$ cat src/rtl/pipe_ex_mc.sv
// Execute stage: ID->EX stage register, ALU/shifter with operand muxes,
// and an optional radix-2 shift-add multiplier that stalls upstream while busy.
//
// Handshake: stall_o-style backpressure via `stall`. While stall=1 the
// stage does not sample the ID inputs and upstream must hold them stable;
// when stall=0 every rising edge captures the ID inputs (unless flushed).
module pipe_ex_mc #(
  parameter int WIDTH  = 32,
  parameter int RA     = 5,
  parameter int MUL_EN = 1
) (
  input  logic             clk,
  input  logic             clr,
  input  logic             IDwreg,
  input  logic             IDm2reg,
  input  logic             IDwmem,
  input  logic [3:0]       IDaluc,
  input  logic             IDshift,
  input  logic             IDaluimm,
  input  logic [RA-1:0]    IDwn,
  input  logic [WIDTH-1:0] IDqa,
  input  logic [WIDTH-1:0] IDqb,
  input  logic [WIDTH-1:0] IDimmeOrSa,
  input  logic             flush,
  output logic             stall,
  output logic             EXwreg,
  output logic             EXm2reg,
  output logic             EXwmem,
  output logic [RA-1:0]    EXwn,
  output logic [WIDTH-1:0] EXaluResult,
  output logic [WIDTH-1:0] EXdi,
  output logic [1:0]       dbg_state_o
);

  localparam int LG = $clog2(WIDTH);
  localparam logic [LG-1:0] CNT_LAST = LG'(WIDTH - 1);

  typedef enum logic [1:0] {
    ST_IDLE = 2'd0,
    ST_RUN  = 2'd1,
    ST_DONE = 2'd2
  } state_t;

  // Operand muxes in front of the stage register
  logic [WIDTH-1:0] a_d, b_d;
  logic             is_mul_id;

  // Stage register S
  logic [WIDTH-1:0] a_q, b_q, di_q;
  logic [3:0]       aluc_q;
  logic             wreg_q, m2reg_q, wmem_q;
  logic [RA-1:0]    wn_q;

  // Multiplier state
  state_t             state_q;
  logic [2*WIDTH-1:0] acc_q, acc_d;
  logic [LG-1:0]      cnt_q;
  logic [WIDTH:0]     step_sum;

  logic [WIDTH-1:0] alu_res;
  logic [LG-1:0]    sa;

  assign a_d = IDshift ? {{(WIDTH-LG){1'b0}}, IDimmeOrSa[LG-1:0]} : IDqa;
  assign b_d = IDaluimm ? IDimmeOrSa : IDqb;
  assign is_mul_id = (MUL_EN != 0) && ((IDaluc == 4'b1000) || (IDaluc == 4'b1100));

  assign stall = (MUL_EN != 0) && (state_q == ST_RUN);

  // Stage register: clear on clr/flush, load when not stalled, else hold
  always_ff @(posedge clk) begin
    if (clr || flush) begin
      a_q     <= '0;
      b_q     <= '0;
      di_q    <= '0;
      aluc_q  <= '0;
      wreg_q  <= 1'b0;
      m2reg_q <= 1'b0;
      wmem_q  <= 1'b0;
      wn_q    <= '0;
    end else if (!stall) begin
      a_q     <= a_d;
      b_q     <= b_d;
      di_q    <= IDqb;
      aluc_q  <= IDaluc;
      wreg_q  <= IDwreg;
      m2reg_q <= IDm2reg;
      wmem_q  <= IDwmem;
      wn_q    <= IDwn;
    end
  end

  // One shift-add step: add multiplicand into the upper half when the
  // current multiplier bit is set, then shift the whole accumulator right.
  always_comb begin
    step_sum = {1'b0, acc_q[2*WIDTH-1:WIDTH]} + (acc_q[0] ? {1'b0, a_q} : '0);
    acc_d    = {step_sum, acc_q[WIDTH-1:1]};
  end

  // Multiplier FSM: IDLE/DONE accept a new op, RUN iterates WIDTH steps
  always_ff @(posedge clk) begin
    if (clr || flush) begin
      state_q <= ST_IDLE;
      acc_q   <= '0;
      cnt_q   <= '0;
    end else begin
      case (state_q)
        ST_RUN: begin
          acc_q <= acc_d;
          cnt_q <= cnt_q + LG'(1);
          if (cnt_q == CNT_LAST) state_q <= ST_DONE;
        end
        default: begin
          if (is_mul_id) begin
            state_q <= ST_RUN;
            acc_q   <= {{WIDTH{1'b0}}, b_d};
            cnt_q   <= '0;
          end else begin
            state_q <= ST_IDLE;
          end
        end
      endcase
    end
  end

  // ALU / shifter on the stage register contents
  always_comb begin
    alu_res = '0;
    sa      = a_q[LG-1:0];
    case (aluc_q)
      4'b0000: alu_res = a_q + b_q;
      4'b0100: alu_res = a_q - b_q;
      4'b0001: alu_res = a_q & b_q;
      4'b0101: alu_res = a_q | b_q;
      4'b0010: alu_res = a_q ^ b_q;
      4'b0110: alu_res = b_q << (WIDTH / 2);
      4'b0011: alu_res = b_q << sa;
      4'b0111: alu_res = b_q >> sa;
      4'b1111: alu_res = $signed(b_q) >>> sa;
      4'b1000: alu_res = (MUL_EN != 0) ? acc_q[WIDTH-1:0] : '0;
      4'b1100: alu_res = (MUL_EN != 0) ? acc_q[2*WIDTH-1:WIDTH] : '0;
      default: alu_res = '0;
    endcase
  end

  // Write enables are suppressed until a running multiply has finished
  assign EXwreg      = wreg_q & ~stall;
  assign EXwmem      = wmem_q & ~stall;
  assign EXm2reg     = m2reg_q;
  assign EXwn        = wn_q;
  assign EXdi        = di_q;
  assign EXaluResult = alu_res;
  assign dbg_state_o = state_q;

endmodule

$ cat config.mk
export PLATFORM = sky130hd
export DESIGN_NAME = pipe_ex_mc
export DESIGN_NICKNAME = d
export VERILOG_FILES = /design/src/rtl/pipe_ex_mc.sv
export SDC_FILE = /design/constraint.sdc
export NUM_CORES = 1
export LEC_CHECK = 0
export BUFFER_PORTS_ARGS = -buffer_cell sky130_fd_sc_hd__buf_4
export CAP_MARGIN = 20
export CORE_MARGIN = 5
export CORE_UTILIZATION = 55
export CTS_BUF_LIST = sky130_fd_sc_hd__clkbuf_16
export DETAILED_ROUTE_END_ITERATION = 10
export PLACE_DENSITY = 0.76
export SLEW_MARGIN = 20
export SYNTH_ARGS = -nofsm -noshare
export SYNTH_HDL_FRONTEND = slang
export SYNTH_SLANG_ARGS = --single-unit
$ cat constraint.sdc
create_clock -name clk -period 5.6 [get_ports clk]
set_clock_uncertainty 0.05 [all_clocks]
set_input_delay 0.56 -clock clk [delete_from_list [all_inputs] [get_ports clk]]
set_output_delay 0.56 -clock clk [all_outputs]
set_load 0.01 [all_outputs]
==> Word-level counts from Yosys, hierarchy flattened <==
Cells that the tools add are included.
{ "word_totals": {"reg_bits": 179, "latch_bits": 0, "mem_bits_rw": 0, "rom_bits": 0, "in_bits": 113, "output_inout_bits": 75, "word_cells": 54, "n_memories": 0} }
{ "op_classes": {"n_addsub": 4, "mul": 0, "div_mod_pow": 0, "n_lt_le_gt_ge": 0, "n_eq_ne": 15, "shifts": 3, "mux": 11, "n_bitwise": 6, "reduce_logical": 4} }
{ "op_table": {"columns": ["op", "n"], "rows": [
  ["case mux 32 bit (11 select lines)", 1],
  ["two-way mux 64 bit", 2],
  ["two-way mux 32 bit", 3],
  ["adder 32 x 32 -> 33 bit", 1],
  ["adder 32 bit", 1],
  ["bitwise AND 32 bit", 1],
  ["OR 32 bit", 1],
  ["left shift 32 x 5 -> 32 bit", 1],
  ["right shift 32 x 5 -> 32 bit", 1],
  [">>> shifter 32 x 5 -> 32 bit", 1],
  ["subtractor 32 bit", 1],
  ["bitwise XOR 32 bit", 1],
  ["equality test 4 bit, second input constant", 5],
  ["equality test 4 x 3 -> 1 bit, second input constant", 4],
  ["two-way mux 5 bit", 2],
  ["equality test 4 x 2 -> 1 bit, second input constant", 2],
  ["adder 5 x 1 -> 5 bit, second input constant", 1],
  ["equality test 5 bit, second input constant", 1],
  ["equality test 4 x 1 -> 1 bit, second input constant", 1],
  ["zero test 4 bit", 1],
  ["two-way mux 2 bit", 2],
  ["bitwise AND 1 bit", 2],
  ["equality test 2 x 1 -> 1 bit, second input constant", 1],
  ["logical OR 1 bit", 2],
  ["4 further kinds", 4]
]} }

==> Depth between registers and ports, before layout <==
Gate-level depths: netlist of the first run.
{ "logic_depth": {"word_depth": 4, "depth_mapped": 18, "mapped_depth_nobuf": 17} }

==> Worst setup path before layout of the first run <==
Ideal clock, no wire load.
{ "synth_path": {"kind": "register to output", "start": "reg aluc_q[1]", "end": "out EXaluResult[29]", "arrival_time_ns": 4.019, "slack_ns": 0.971, "path_stages_with_launch": 17, "n_path_buf": 2, "cell_sequence": "dfxtp_1 clkbuf_1 or2b_2 nor3_2 clkbuf_1 a31oi_1 xnor2_1 ha_1 a211oi_1 nor2_1 or4_1 o21ai_1 a31oi_2 a21oi_2 o21ai_1 and4_1 a311o_1"} }
{ "synth_via": {"elab_chain_len": 2} }
{ "synth_rtl": {"columns": ["element", "line", "source"], "rows": [
  ["from (decl)", "50", "logic [3:0] aluc_q;"],
  ["from (signal assigned)", "84", "aluc_q <= IDaluc;"],
  ["equality test 4 bit, or another cell as far along", "129", "case (aluc_q)"],
  ["case mux 32 bit (11 select lines) *", "129", null],
  ["to (decl)", "30", "output logic [WIDTH-1:0] EXaluResult,"]
]} }
Every way passes the cells marked *; elsewhere a longest branch is shown, timed or not.

==> Final worst setup path of the first run <==
{ "layout_path": {"start": "reg b_q[4]", "end": "out EXaluResult[29]"} }
{ "layout_via": {"elab_chain_len": 2} }
{ "layout_rtl": {"columns": ["element", "line", "source"], "rows": [
  ["from (decl)", "49", "logic [WIDTH-1:0] a_q, b_q, di_q;"],
  ["from (signal assigned)", "73", "b_q <= '0;"],
  ["from (signal assigned)", "82", "b_q <= b_d;"],
  ["subtractor 32 bit, or another cell as far along", "131", "4'b0100: alu_res = a_q - b_q;"],
  ["case mux 32 bit (11 select lines) *", "129", null]
]} }
Marked as above.

==> results of run 1 <==
-- path summary, 6_finish.rpt --
kind	start	endpoint	cells after the start
worst max-delay path	b_q[4]	EXaluResult[29]	16
worst min-delay path	IDqa[29]	a_q[29]	3
worst max register to register	acc_q[0]	acc_q[59]	12
worst min register to register	EXdi[25]	EXdi[25]	2
-- stage by stage --
stage          hold slack (ns)  utilization (%)  setup TNS, ns
2_1_floorplan            0.364                -              0
3_3_place_gp             0.380             60.2              0
3_5_place_dp             0.394             60.2              0
4_1_cts                  0.240             62.1              0
5_1_grt                  0.275             62.2        -0.0180
6_report                 0.250             62.2              0
-- layer usage --
| metal | global-route usage [%] | vias up | share of wire, % |
|---|---|---|---|
| met1 | 54.4 | 8559 | 38 |
| met3 | 11.1 | 265 | 13 |
| met4 | 24.8 | 2 | 7.0 |
| met5 | 0 | - | 0.015 |
| li1 | - | 8356 | - |
| met2 | 61.8 | 1393 | 42 |
-- area by class of cell --
cell class,count,area (um^2)
sequential,179,3590
timing repair buffer,246,1850
inverter,82,308
fill,2765,11500
clock inverter,12,123
tap,396,495
clock buffer,18,450
multi-input combinational,1821,12100
-- cell families after synthesis --
kind of cell	Yosys count	synth area share [%]
fa+ha+maj	132	9.91
mux	139	9.88
compound gates	746	28.5
xor+xnor	79	4.22
flops	179	21.3
buf+inv	267	7.13
simple gates	725	19.0
-- registers in the layout, summed over array words and instances (netlist names) --
register / cells
acc_q: 64
EXdi: 32
a_q: 32
b_q: 32
EXwn: 5
cnt_q: 5
aluc_q: 4
dbg_state_o: 2
EXm2reg: 1
wmem_q: 1
wreg_q: 1
-- worst min-delay path, stage by stage --
cell,delay [ns]
buf_4,0.07
nand2_1,0.03
o21ai_0,0.05
-- power by group through the flow --
stage | logic (uW) | registers (uW) | clock network (uW)
finish | 1200 | 1390 | 1220
detailed placement | 1160 | 1410 | 0
global route | 1270 | 1390 | 1280
global placement | 1150 | 1410 | 0
floorplan | 731 | 1370 | 0
CTS | 1160 | 1380 | 1230
-- timing repair --
action,CTS,global route
resized for setup,0,5
hold buffers,0,0
endpoints found under the setup margin,0,7
buffers inserted,0,0
-- layout by cell type (no fill, tap or decap), types with 7 or more instances in the layout --
cell / count
a31oi_1: 13
xor2_1: 22
nor3_1: 21
nand4_1: 11
o21ai_0: 182
nor2_1: 186
or4_1: 7
nor2b_1: 11
mux4_2: 20
nand2_1: 356
o2111ai_1: 10
a22oi_1: 22
or3_1: 7
ha_1: 130
a211o_1: 13
and2_1: 38
o22ai_1: 8
dfxtp_1: 174
buf_4: 246
clkbuf_16: 18
nand2b_1: 20
a21oi_1: 204
a211oi_1: 64
a221oi_1: 21
nand3_1: 28
o211ai_1: 63
mux2i_1: 103
xnor2_1: 56
a21o_1: 30
mux2_2: 16
o221ai_1: 11
o31ai_1: 13
o21ai_1: 15
inv_1: 77
==> out/qor.txt, run 1 <==
CTS Buffer Depth: 2
initial DRC count: 2763
synth warn: 0
Final #Nets: 2592
Post-Syn Area per Cell: 7.42 um^2
critical path, cell by cell: or3_4, nor2_1, and2_1, a31oi_1, xnor2_1, ha_1, a211oi_1, nor2_1, or4_1, o21ai_2, a31oi_2, a21oi_2, o21ai_1, and4_1, a311o_1, buf_4
Avg WL per Cell: 26.6 um
worst rel slew slack: 30.8%
crit path max-delay cell type: or4_1
CTS tree: yes
Final Setup Violations: 0
PwrDens: 201 nW/um^2
Die Wd: 185 um
initial antenna violation count: 3
share of the synthesized area in the top cell type: 21.3%
largest cells by area after synthesis: dfxtp_1 (21%), ha_1 (9.7%), nand2_1 (7.9%), mux2i_1 (6.1%), a21oi_1 (6.1%)
vias in the first global route: 17.7k
share of layout cells above drive strength 1: 15.0%
die footprint: 34200 um^2
Yosys reg bits: 179
Tcrit/Tclk final: 97.3%
Crit Path Category: reg -> out
CP top delay family: simple AND/OR/NAND/NOR gates
Post-Synthesis Cells: 2267
Place WS: 0.558 ns
fin crit period: 5.45 ns
Pre-antenna DRT Iters: 6
sequential fraction of the synthesis area: 21.3%
arrival time at the worst endpoint: 4.84 ns
switching power: 1380 uW
clk root buf: clkbuf_16
final instance area: 18900 um^2
die height: 185 um
clock share of power: 32.0%
CTS H-tree lvls: 4
worst stage delay on the critical path: 0.52 ns
Post-synth EDFFs: 0
CP endpoint kind: output pin
Skew-Pair Late Insertion Delay: 0.45 ns
Leak: 0.00793 uW
first-pass GRT wire length: 109000 um
CP required: 4.99 ns
GRT Total Usage: 41.7%
internal power: 2430 uW
Yosys cell types: 93
DRC Markers: 0
TritonCTS buffer count: 17
synthesized cell area: 16800 um^2
status: finished, final reports clean
Final Hold Viols: 0
Hold WC Path Type: in -> reg
placed cell count: 2724
final WL: 73400 um
Flop pwr share: 36.4%
Sw Ratio: 36.3%
placed instance area: 18300 um^2
final antenna-violating net count: 0
gr ovfl total: 0
Routability Congestion: 1.12
Core Rows: 64
PnR Total Power: 3810 uW
Buffers on Ports: 187
most frequent cell after synthesis: nand2_1
fmax: 184 MHz
Num Clock Sinks: 179
final non-filler cell total: 2754
Slew Limit Fails: 0
Floorplan Core Area: 30400 um^2
Logic pwr share: 31.6%
biggest area consumer among synthesized cells: dfxtp_1
Buf/Inv on CP: 1
Vias/cell: 6.74
CP most frequent cell: nor2_1
Setup WS post-layout: 0.151 ns
CP startpoint kind: flip-flop
I/O Pins: 188
vias post-DR: 18.6k
maxcap violations: 0
Async SR Flop Fraction: 0%
main flop type after synthesis: dfxtp_1
Worst R2R Setup Slack: 1.43 ns
VDD IR max: 0.275 mV
initial core utilization: 55.3%
Worst-path clk slew: 0.08 ns
syn_nets: 2512
Area Overhead vs Synth: 12.5%
Post-synth top cells: nand2_1 (356), a21oi_1 (205), nor2_1 (186)
# diodes: 0
DP HPWL: 57200 um
worst slew pin tran: 1.03 ns
largest net degree at the start of global routing: 94
critical path peak fanout: 9
Power figures use the tool's default switching activity.
==> inputs of run 2 (changes only) <==
CORE_UTILIZATION = 56   (was 55)
HOLD_SLACK_MARGIN = 0.15   (was not set)
PLACE_DENSITY = 0.77   (was 0.76)
clock period = 5.4 ns   (was 5.6 ns; I/O delays follow)
==> run 2 against run 1 <==
Combinational power up 6%. First-iteration DRC count down 9.1%. Wire length up 2.2%. Core utilization up 1.8 points. Via count up 1.7%. Global-route usage up 1.3 points. Sequential power up 3%. Cell area up 0.20%. Critical path type unchanged.
==> out/qor.txt, run 2 (synthesis gave the netlist of run 1 again) <==
met1 Use GR: 54.7%
first-pass GRT wire length: 111000 um
critical path peak fanout: 9
Tcrit/Tclk final: 97.4%
Num Clock Sinks: 179
share of layout cells above drive strength 1: 15.2%
CP required: 4.81 ns
Area Overhead vs Synth: 12.8%
# diodes: 0
placed cell count: 2717
maxcap violations: 0
grt met2 use: 65.8%
initial antenna violation count: 3
Core Rows: 63
busiest grt layer: met2
CTS Buffer Depth: 2
Routability Congestion: 1.09
fmax: 190 MHz
RR Startpoint: acc_q[0]
HP Start: IDqa[29]
Vias/cell: 6.87
arrival time at the worst endpoint: 4.67 ns
DRC Markers: 0
Die Wd: 183 um
Leak: 0.00795 uW
status: finished, final reports clean
max FFs per register: 64
commonest cells after routing, fill and taps aside: nand2_1 (355), buf_4 (245), a21oi_1 (205)
I/O Pins: 188
worst rel slew slack: 30.7%
worst slew pin tran: 1.03 ns
Crit Path Category: reg -> out
Worst Hold Depth: 3
fin crit period: 5.26 ns
Pre-antenna DRT Iters: 6
vias post-DR: 18.9k
Buffers on Ports: 187
Final Hold Viols: 0
Hold WC Path Type: in -> reg
Floorplan Core Area: 29600 um^2
PwrDens: 209 nW/um^2
vias in the first global route: 18.0k
DP HPWL: 57100 um
final antenna-violating net count: 0
CTS H-tree lvls: 4
die footprint: 33600 um^2
Final Setup Violations: 0
Largest Register: acc_q
TritonCTS buffer count: 17
initial DRC count: 2511
setup TNS: 0 ns
largest net degree at the start of global routing: 87
Avg WL per Cell: 27.3 um
CTS tree: yes
GR Util met3: 11.2%
commonest non-fill, non-tap cell in the layout: nand2_1
Worst R2R Setup Slack: 1.23 ns
gr ovfl total: 0
VDD IR max: 0.290 mV
GRT Total Usage: 43.0%
clk root buf: clkbuf_16
WHS Endpoint: a_q[29]
worst r2r dst: acc_q[59]
Final #Nets: 2593
Hold Buf Count CTS: 0
CP startpoint kind: flip-flop
initial core utilization: 56.8%
Slew Limit Fails: 0
Skew-Pair Late Insertion Delay: 0.46 ns
final non-filler cell total: 2751
RSZ-0062 raised after global routing: no
Worst-path clk slew: 0.09 ns
die height: 183 um
CP endpoint kind: output pin
R2R cell count: 12
final WL: 75000 um
==> run 2: stage by stage <==
stage	area (um^2)	utilization [%]	hold slack (ns)	worst slack (ns)	total power, uW
4_1_cts	18900	63.8	0.215	0.0344	3900
5_1_grt	19000	64.0	0.226	0.00465	4080
3_5_place_dp	18300	61.9	0.393	0.529	2660
2_1_floorplan	16800	-	0.364	0.791	2180
3_3_place_gp	18300	61.9	0.377	0.591	2650
6_report	19000	64.0	0.221	0.139	3960
==> run 2: worst max-delay path by stage <==
stage	startpoint	cells past startpoint	to
after floorplan	aluc_q[1]	16	EXaluResult[29]
after global placement	b_q[4]	16	EXaluResult[31]
after detailed placement	b_q[4]	17	EXaluResult[31]
after CTS	b_q[4]	16	EXaluResult[29]
after global routing	b_q[3]	16	EXaluResult[29]
final	b_q[7]	16	EXaluResult[29]
==> run 2: timing repair <==
action	CTS	global route
endpoints found under the setup margin	0	8
setup buffers	0	1
gates resized for setup	0	16
==> run 2: power by group <==
group	internal, uW	switching, uW
combinational	494	772
clock	642	623
sequential	1360	70.1
==> run 2: cell type report <==
| cell class | count | area (um^2) |
|---|---|---|
| clock buffer | 17 | 425 |
| clock inverter | 15 | 135 |
| fill | 2524 | 10700 |
| inverter | 82 | 308 |
| multi-input combinational | 1821 | 12200 |
| sequential | 179 | 3590 |
| tap | 390 | 488 |
| timing repair buffer | 247 | 1860 |
==> run 2: metal layers <==
metal  part of all wire (%)  wire, um
met1                     37     28100
met3                     13      9550
met2                     43     32000
met4                    7.2      5410
met5                  0.012         9
==> run 2: critical path, cell delays in order, from the launching register on <==
cell and delay (ns):
dfxtp_2 0.38, or4_4 0.57, nor4_4 0.21, and2_4 0.22
nor2_1 0.05, xnor2_1 0.14, ha_1 0.35, o21ai_0 0.18
nor2_1 0.09, or4_1 0.54, o21ai_4 0.24, a31oi_4 0.16
a21oi_4 0.21, o21ai_1 0.16, and4_1 0.23, a311o_1 0.34
buf_4 0.14
